===== src/rtl/tracklet_tb_pkg.sv =====
// tracklet_tb_pkg: shared widths and state types for the tracklet test-bench source stages
package tracklet_tb_pkg;
  localparam int DATA_W    = 36;
  localparam int BX_W      = 3;
  localparam int NUM_W     = 7;
  localparam int DEPTH     = 64;
  localparam int EVENT_LEN = 108;
  typedef enum logic [1:0] {EMPTY, FILLING, FULL, READING} bank_state_t;
  typedef enum logic {RD_IDLE, RD_READ} rd_state_t;
endpackage


===== src/rtl/event_buffer_bank.sv =====
// event_buffer_bank: two-bank simple dual-port stub RAM, address {bank, index}, registered read
// Ports: clk, reset (async, clears read register); i_we/i_waddr/i_wdata write port;
//        i_re/i_raddr read request, o_rdata valid one cycle after i_re.
module event_buffer_bank
  import tracklet_tb_pkg::*;
#(
  parameter int   DATA_W = tracklet_tb_pkg::DATA_W,
  parameter int   DEPTH  = tracklet_tb_pkg::DEPTH,
  localparam int  AW     = $clog2(DEPTH)
) (
  input  logic              clk,
  input  logic              reset,
  input  logic              i_we,
  input  logic [AW:0]       i_waddr,
  input  logic [DATA_W-1:0] i_wdata,
  input  logic              i_re,
  input  logic [AW:0]       i_raddr,
  output logic [DATA_W-1:0] o_rdata
);
  logic [DATA_W-1:0] r_mem [2**(AW+1)];
  always_ff @(posedge clk)
    if (i_we) r_mem[i_waddr] <= i_wdata;
  always_ff @(posedge clk or posedge reset)
    if (reset) o_rdata <= '0;
    else if (i_re) o_rdata <= r_mem[i_raddr];
endmodule


===== src/rtl/event_framer.sv =====
// event_framer: buffers up to two stub events in ping-pong banks and replays one per event window
// Ports: clk, reset (async, active-high), BC0 window/BX resync;
//        datain/validin/lastin/readyout: back-pressured input stub stream, lastin closes an event;
//        eventout/bxout/numout: one-cycle header at each window start;
//        dataout/validout: stub words of the replayed event, starting the cycle after the header.
module event_framer #(
  parameter int DATA_W    = tracklet_tb_pkg::DATA_W,
  parameter int BX_W      = tracklet_tb_pkg::BX_W,
  parameter int DEPTH     = tracklet_tb_pkg::DEPTH,
  parameter int NUM_W     = tracklet_tb_pkg::NUM_W,
  parameter int EVENT_LEN = tracklet_tb_pkg::EVENT_LEN
) (
  input  logic              clk,
  input  logic              reset,
  input  logic              BC0,
  input  logic [DATA_W-1:0] datain,
  input  logic              validin,
  input  logic              lastin,
  output logic              readyout,
  output logic [DATA_W-1:0] dataout,
  output logic              validout,
  output logic              eventout,
  output logic [BX_W-1:0]   bxout,
  output logic [NUM_W-1:0]  numout
);
  import tracklet_tb_pkg::*;
  localparam int AW   = $clog2(DEPTH);
  localparam int WC_W = $clog2(EVENT_LEN);
  logic [WC_W-1:0]  r_wc;
  logic [BX_W-1:0]  r_bx;
  bank_state_t      r_bank [2];
  bank_state_t      w_bank_nxt [2];
  logic [NUM_W-1:0] r_bcnt [2];
  logic             r_wp, r_rp, w_wp_nxt, w_rp_nxt;
  logic [NUM_W-1:0] r_wcnt, w_cnt_inc;
  rd_state_t        r_rs, w_rs_nxt;
  logic [NUM_W-1:0] r_ridx, r_rnum, w_rp_cnt;
  logic             w_acc, w_close, w_store, w_hdr, w_close_rp, w_take, w_rd, w_free;
  assign w_acc      = validin && readyout;
  assign w_close    = w_acc && lastin;
  assign w_store    = w_acc && (r_wcnt < NUM_W'(DEPTH));
  assign w_cnt_inc  = w_store ? r_wcnt + 1'b1 : r_wcnt;
  assign w_hdr      = r_wc == '0;
  // an event closing on the header edge into the read bank is replayed in this same window
  assign w_close_rp = w_close && (r_wp == r_rp);
  assign w_rp_cnt   = w_close_rp ? w_cnt_inc : r_bcnt[r_rp];
  assign w_take     = w_hdr && (r_rs == RD_IDLE) && (r_bank[r_rp] == FULL || w_close_rp);
  assign w_wp_nxt   = r_wp ^ w_close;
  assign w_rp_nxt   = r_rp ^ w_free;
  always_ff @(posedge clk or posedge reset)
    if (reset) r_rs <= RD_IDLE;
    else r_rs <= w_rs_nxt;
  always_comb
    w_rs_nxt = (r_rs == RD_IDLE) ? (w_take ? RD_READ : RD_IDLE) : (w_free ? RD_IDLE : RD_READ);
  // BC0 aborts a readout in progress: no further words, bank released
  always_comb begin
    w_rd   = (r_rs == RD_READ) && !BC0;
    w_free = (r_rs == RD_READ) && (BC0 || r_ridx == r_rnum - 1'b1);
  end
  // read-side updates come last so a bank taken on its closing edge ends up READING
  always_comb begin
    w_bank_nxt = r_bank;
    if (w_acc && r_bank[r_wp] == EMPTY) w_bank_nxt[r_wp] = FILLING;
    if (w_close) w_bank_nxt[r_wp] = FULL;
    if (w_take) w_bank_nxt[r_rp] = READING;
    if (w_free) w_bank_nxt[r_rp] = EMPTY;
  end
  always_ff @(posedge clk or posedge reset)
    if (reset) begin
      r_wc     <= '0;
      r_bx     <= '0;
      r_bank   <= '{EMPTY, EMPTY};
      r_bcnt   <= '{default: '0};
      r_wp     <= 1'b0;
      r_rp     <= 1'b0;
      r_wcnt   <= '0;
      r_ridx   <= '0;
      r_rnum   <= '0;
      readyout <= 1'b0;
      validout <= 1'b0;
      eventout <= 1'b0;
      bxout    <= '0;
      numout   <= '0;
    end else begin
      r_wc     <= (BC0 || r_wc == WC_W'(EVENT_LEN - 1)) ? '0 : r_wc + 1'b1;
      r_bx     <= BC0 ? '0 : (r_wc == WC_W'(EVENT_LEN - 1)) ? r_bx + 1'b1 : r_bx;
      r_bank   <= w_bank_nxt;
      r_wp     <= w_wp_nxt;
      r_rp     <= w_rp_nxt;
      r_wcnt   <= w_close ? '0 : w_cnt_inc;
      if (w_close) r_bcnt[r_wp] <= w_cnt_inc;
      r_ridx   <= w_take ? '0 : w_rd ? r_ridx + 1'b1 : r_ridx;
      if (w_take) r_rnum <= w_rp_cnt;
      readyout <= w_bank_nxt[w_wp_nxt] == EMPTY || w_bank_nxt[w_wp_nxt] == FILLING;
      validout <= w_rd;
      eventout <= w_hdr;
      bxout    <= w_hdr ? r_bx : '0;
      numout   <= w_take ? w_rp_cnt : '0;
    end
  event_buffer_bank #(.DATA_W(DATA_W), .DEPTH(DEPTH)) u_bank (
    .clk    (clk),
    .reset  (reset),
    .i_we   (w_store),
    .i_waddr({r_wp, r_wcnt[AW-1:0]}),
    .i_wdata(datain),
    .i_re   (w_rd),
    .i_raddr({r_rp, r_ridx[AW-1:0]}),
    .o_rdata(dataout)
  );
endmodule


===== config.mk =====
export PLATFORM = sky130hd
export DESIGN_NAME = event_framer
export DESIGN_NICKNAME = d
export VERILOG_FILES = /design/src/rtl/tracklet_tb_pkg.sv /design/src/rtl/event_buffer_bank.sv /design/src/rtl/event_framer.sv
export SDC_FILE = /design/constraint.sdc
export NUM_CORES = 2
export LEC_CHECK = 0
export BUFFER_PORTS_ARGS = -buffer_cell sky130_fd_sc_hd__buf_2
export CORE_UTILIZATION = 40
export DETAILED_ROUTE_END_ITERATION = 8
export GPL_ROUTABILITY_DRIVEN = 0
export PLACE_DENSITY = 0.58
export SETUP_SLACK_MARGIN = 0.4
export SKIP_CTS_REPAIR_TIMING = 1
export SYNTH_ARGS = -nofsm -noshare
export SYNTH_HDL_FRONTEND = slang
export SYNTH_HIERARCHICAL = 1
export SYNTH_MEMORY_MAX_BITS = 65536
export SYNTH_SLANG_ARGS = --single-unit
export TNS_END_PERCENT = 30

===== constraint.sdc =====
create_clock -name clk -period 7.95 [get_ports clk]
set_input_delay 1.1925 -clock clk [delete_from_list [all_inputs] [get_ports clk]]
set_output_delay 1.1925 -clock clk [all_outputs]
set_load 0.1 [all_outputs]

==> metrics list <==
- Status: finished, violations left
- Failing checks: max-capacitance violations
* Leftover overflow at the end of global routing: 0
- Detailed placement finished with a half-perimeter wire length of 306.0 mm.
- The area growth from synthesis to layout is 13.32%.
- Clock-pin slew was measured on the worst setup and hold paths at 0.06 ns.
- The synthesized netlist contains 61 unique library cells.
* Global-route wire length before repair: 722.4 mm
* Proportion of synthesized area in mux cells: 0.1425
- Across all hold checks on the routed design, the worst slack comes to 0.4786 ns.
* Number of synthesis warnings: 6
* Total via count after detailed routing: 92490
- The hold violation count in the final report was 0.
* Clock share of power: 0.337
- CP Launch Type: flip-flop
- Of the total power, registers draw 0.437.
* Data arrival, critical path: 5.66 ns
* Effective utilization at floorplan: 0.4026
- The number of nets handed over by synthesis was 8890.
- At the end of the flow, the number of nets in the layout was 9253.
* Commonest non-fill, non-tap cell in the layout: edfxtp_1
- Class of the tightest hold or removal check: reg2reg
- Least setup slack across all paths after layout: 3.105 ns
- Main combinational cell family by area after synthesis: multiplexers
- Dividing the final minimum period by the clock period gives 0.6094.
- In this run the remaining antenna-violating nets after routing total 0.
* Dominant register cell in the synthesized netlist: edfxtp_1
* Number of enable-type register cells in the synthesized netlist: 4608
- STA puts the critical path data required time at 8.76 ns.
- Vias in the first global route: 91270
* Met1 Routed Length: 210.9 mm
- The longest clock path from root to sink contains 4 buffers.
- After synthesis the netlist holds a flip-flop and latch count of 4709.
* Max-slew headroom at the worst pin: 0.007781
- Max-cap violations in this run came to 1.
* Via count normalized by instance count: 5.941
- Number of levels the H-tree was split into: 5
- Prior to clock tree synthesis, the placed netlist has a worst setup slack of 3.080 ns.
- On the final layout, the worst clock skew is 0.09819 ns.
* Maximum clock frequency: 206.4 MHz
- Count of placed standard cells in the final layout, fillers left out: 15570
* Die Span Y: 675.0 um
- Setup violations remaining at the end of the flow were counted as 0.
- The critical path is of the reg2reg type.
* Transition time of the tightest slew-check pin: 1.484 ns
- Average size of a mapped cell: 20.49 um^2
- CTS tree: done
- In the detailed route, the total length drawn on met3 is 44.60 mm.
- Adder and majority gate portion of the synthesized area: 0.0005526
- Before antenna repair, the detailed router went through 8 iterations.
* Iter 0 DRT Violations: 12530
- Number of antenna violations at the first check in global routing: 58
* Final critical path time including I/O delays and setup: 4.845 ns
* Compound-Gate Fraction of Synth Area: 0.04094
- Fill cells in the final layout number 37600.
- The floorplan has 246 rows.
- Number of buffers inserted during clock tree synthesis: 469
- In the detailed route, the total length drawn on met2 is 243.5 mm.
- The die covers 455600 um^2.
- Of all nets on the critical path, the largest fanout is 51.
- Counting every sink on the clock net gives 4709.
* Part of the Yosys area used for sequential elements: 0.7778
- Commonest cells after routing, fill and taps aside: 4608 x edfxtp_1, 953 x mux2i_1, 720 x mux4_2
- Total power for the finished layout comes to 64.40 mW.
* CP Capture Type: flip-flop
* Total negative setup slack: 0 ns
* Leakage dissipation: 63.64 nW
- Largest net degree at the start of global routing: 119
- Total global routing track utilization: 0.2245
- Top Ports: 90
- The mapped netlist covers 181200 um^2.
- Post-Synth Simple-Gate Area: 0.01966
- After detailed routing, the average wire length per cell comes to 33.43 um.
- Count of input and output buffers: 89
- Placeable Area: 450000 um^2
- Share of layout cells above drive strength 1: 0.2081
- Switching power as a share of total power: 0.2947
* Unrepaired setup endpoints after global routing: false
- After detailed routing, the number of remaining DRC violations is 0.
- Asr flop ratio synth: 0.02145
- Switching power: 18.98 mW
- Count of final max-slew check failures: 0
- After detailed placement, the design holds a cell count of 14690.
- The worst-case IR drop observed on VDD is 0.2690 mV.
* Routed Wire Length: 520.4 mm
* Power Dens Cells: 313.7 nW/um^2
* Highest routed metal layer: met5
* Xor/xnor share of the synthesized area: 0.001160
- From left edge to right edge, the die measures 675.0 um.
- At the later pin of the worst-skew pair, clock insertion delay measures 1.04 ns.
- The cell count after synthesis came out at 8841.
- Root Driver: clkbuf_16
* Internal power component: 45.42 mW
- Share of power burned in combinational logic: 0.226
==> final cells by class <==
| type | instances | area [um^2] | area share |
|---|---|---|---|
| sequential | 4709 | 140900 | 0.6865 |
| multi-input combinational | 3570 | 38420 | 0.1872 |
| clock buffer | 581 | 12330 | 0.06008 |
| tap | 5952 | 7447 | 0.03628 |
| timing repair buffer | 418 | 3348 | 0.01631 |
| clock inverter | 278 | 2611 | 0.01272 |
| inverter | 36 | 137.6 | 0.0006705 |
| antenna | 25 | 62.56 | 0.0003048 |
==> path summary, 6_finish.rpt <==
kind                                        from                              to  slack (ns)  cells after the start
max in group asynchronous                  reset   u_bank/o_rdata[9]$_DFFE_PP0P_        6.67                      3
min in group asynchronous                  reset  u_bank/o_rdata[27]$_DFFE_PP0P_        0.50                      3
max reg2reg                r_ridx[1]$_DFFE_PP0P_  u_bank/o_rdata[29]$_DFFE_PP0P_        3.10                      8
min reg2reg                    r_wc[0]$_DFF_PP0_               r_wc[0]$_DFF_PP0_        0.48                      1
max                        r_ridx[1]$_DFFE_PP0P_  u_bank/o_rdata[29]$_DFFE_PP0P_        3.10                      8
min                            r_wc[0]$_DFF_PP0_               r_wc[0]$_DFF_PP0_        0.48                      1
==> critical path: stages, from the launching register on <==
cell and delay [ns]:
dfrtp_4 0.99, nand2b_4 0.60, buf_4 0.40, buf_4 0.63, o21ai_0 0.22, o31ai_1 0.62
a21oi_1 0.08, o211ai_1 0.77, o311ai_1 0.21
==> Yosys cell counts, types with 20 or more instances <==
cell type  number  area [um^2]
inv_1          35        131.4
a211oi_1      123        923.4
nor2b_1        20        125.1
a311oi_1       20        175.2
o2111ai_1      20        175.2
buf_2         113        565.5
mux4_2        720        16220
buf_6          78        878.3
nand2_1       139        521.8
nor3_1        151        755.7
a22oi_1       217         1629
dfrtp_1       101         2527
nand3_1        89        445.4
o31ai_1        48        360.4
edfxtp_1     4608       138400
a21oi_1       119        595.6
o32ai_1        20        175.2
o21ai_0       109        545.5
nor2_1        265        994.7
and2_1         69        431.7
o22ai_1       252         1577
o21ai_1        21        105.1
clkbuf_1      226        848.3
o221ai_1       56        490.5
buf_1          34        127.6
buf_4          72        540.5
mux2i_1       953         9539
==> metal layers <==
layer | vias to the layer above | global-route usage
met5 | - | 0
met4 | 4 | 0.08387
met3 | 789 | 0.03729
met2 | 4507 | 0.3542
met1 | 49660 | 0.3146
li1 | 37530 | -
==> through the flow <==
stage	utilization	instance area [um^2]
after floorplan	-	181200
after global placement	0.4225	190100
after detailed placement	0.4228	190300
after CTS	0.4560	205200
after global routing	0.4561	205200
final	0.4562	205300
==> power by group through the flow <==
stage          registers (mW)  clock network, mW  logic, mW
6_report                 28.1               21.7       14.6
5_1_grt                  28.1               22.9       15.2
2_1_floorplan            29.0                  0       9.33
3_3_place_gp             28.6                  0       14.4
3_5_place_dp             28.7                  0       14.6
4_1_cts                  28.1               22.0       14.6
==> cells by family after synthesis <==
logic type               Yosys count
XOR/XNOR                          24
AND/OR/NAND/NOR                  777
buffers and inverters            562
AO/OA/AOI/OAI                   1082
adder cells (fa/ha/maj)            8
multiplexers                    1679
flip-flops                      4709
==> registers in the layout, indices dropped and copies added, names as in the netlist <==
register	cells
r_rp	1
r_wc	7
r_wp	1
bxout	3
readyout	1
r_bank	4
r_wcnt	7
validout	1
r_bcnt	14
u_bank/o_rdata	36
eventout	1
u_bank/r_mem	4608
r_rs	1
r_bx	3
numout	7
r_ridx	7
r_rnum	7
(Power assumes the default switching activity.)
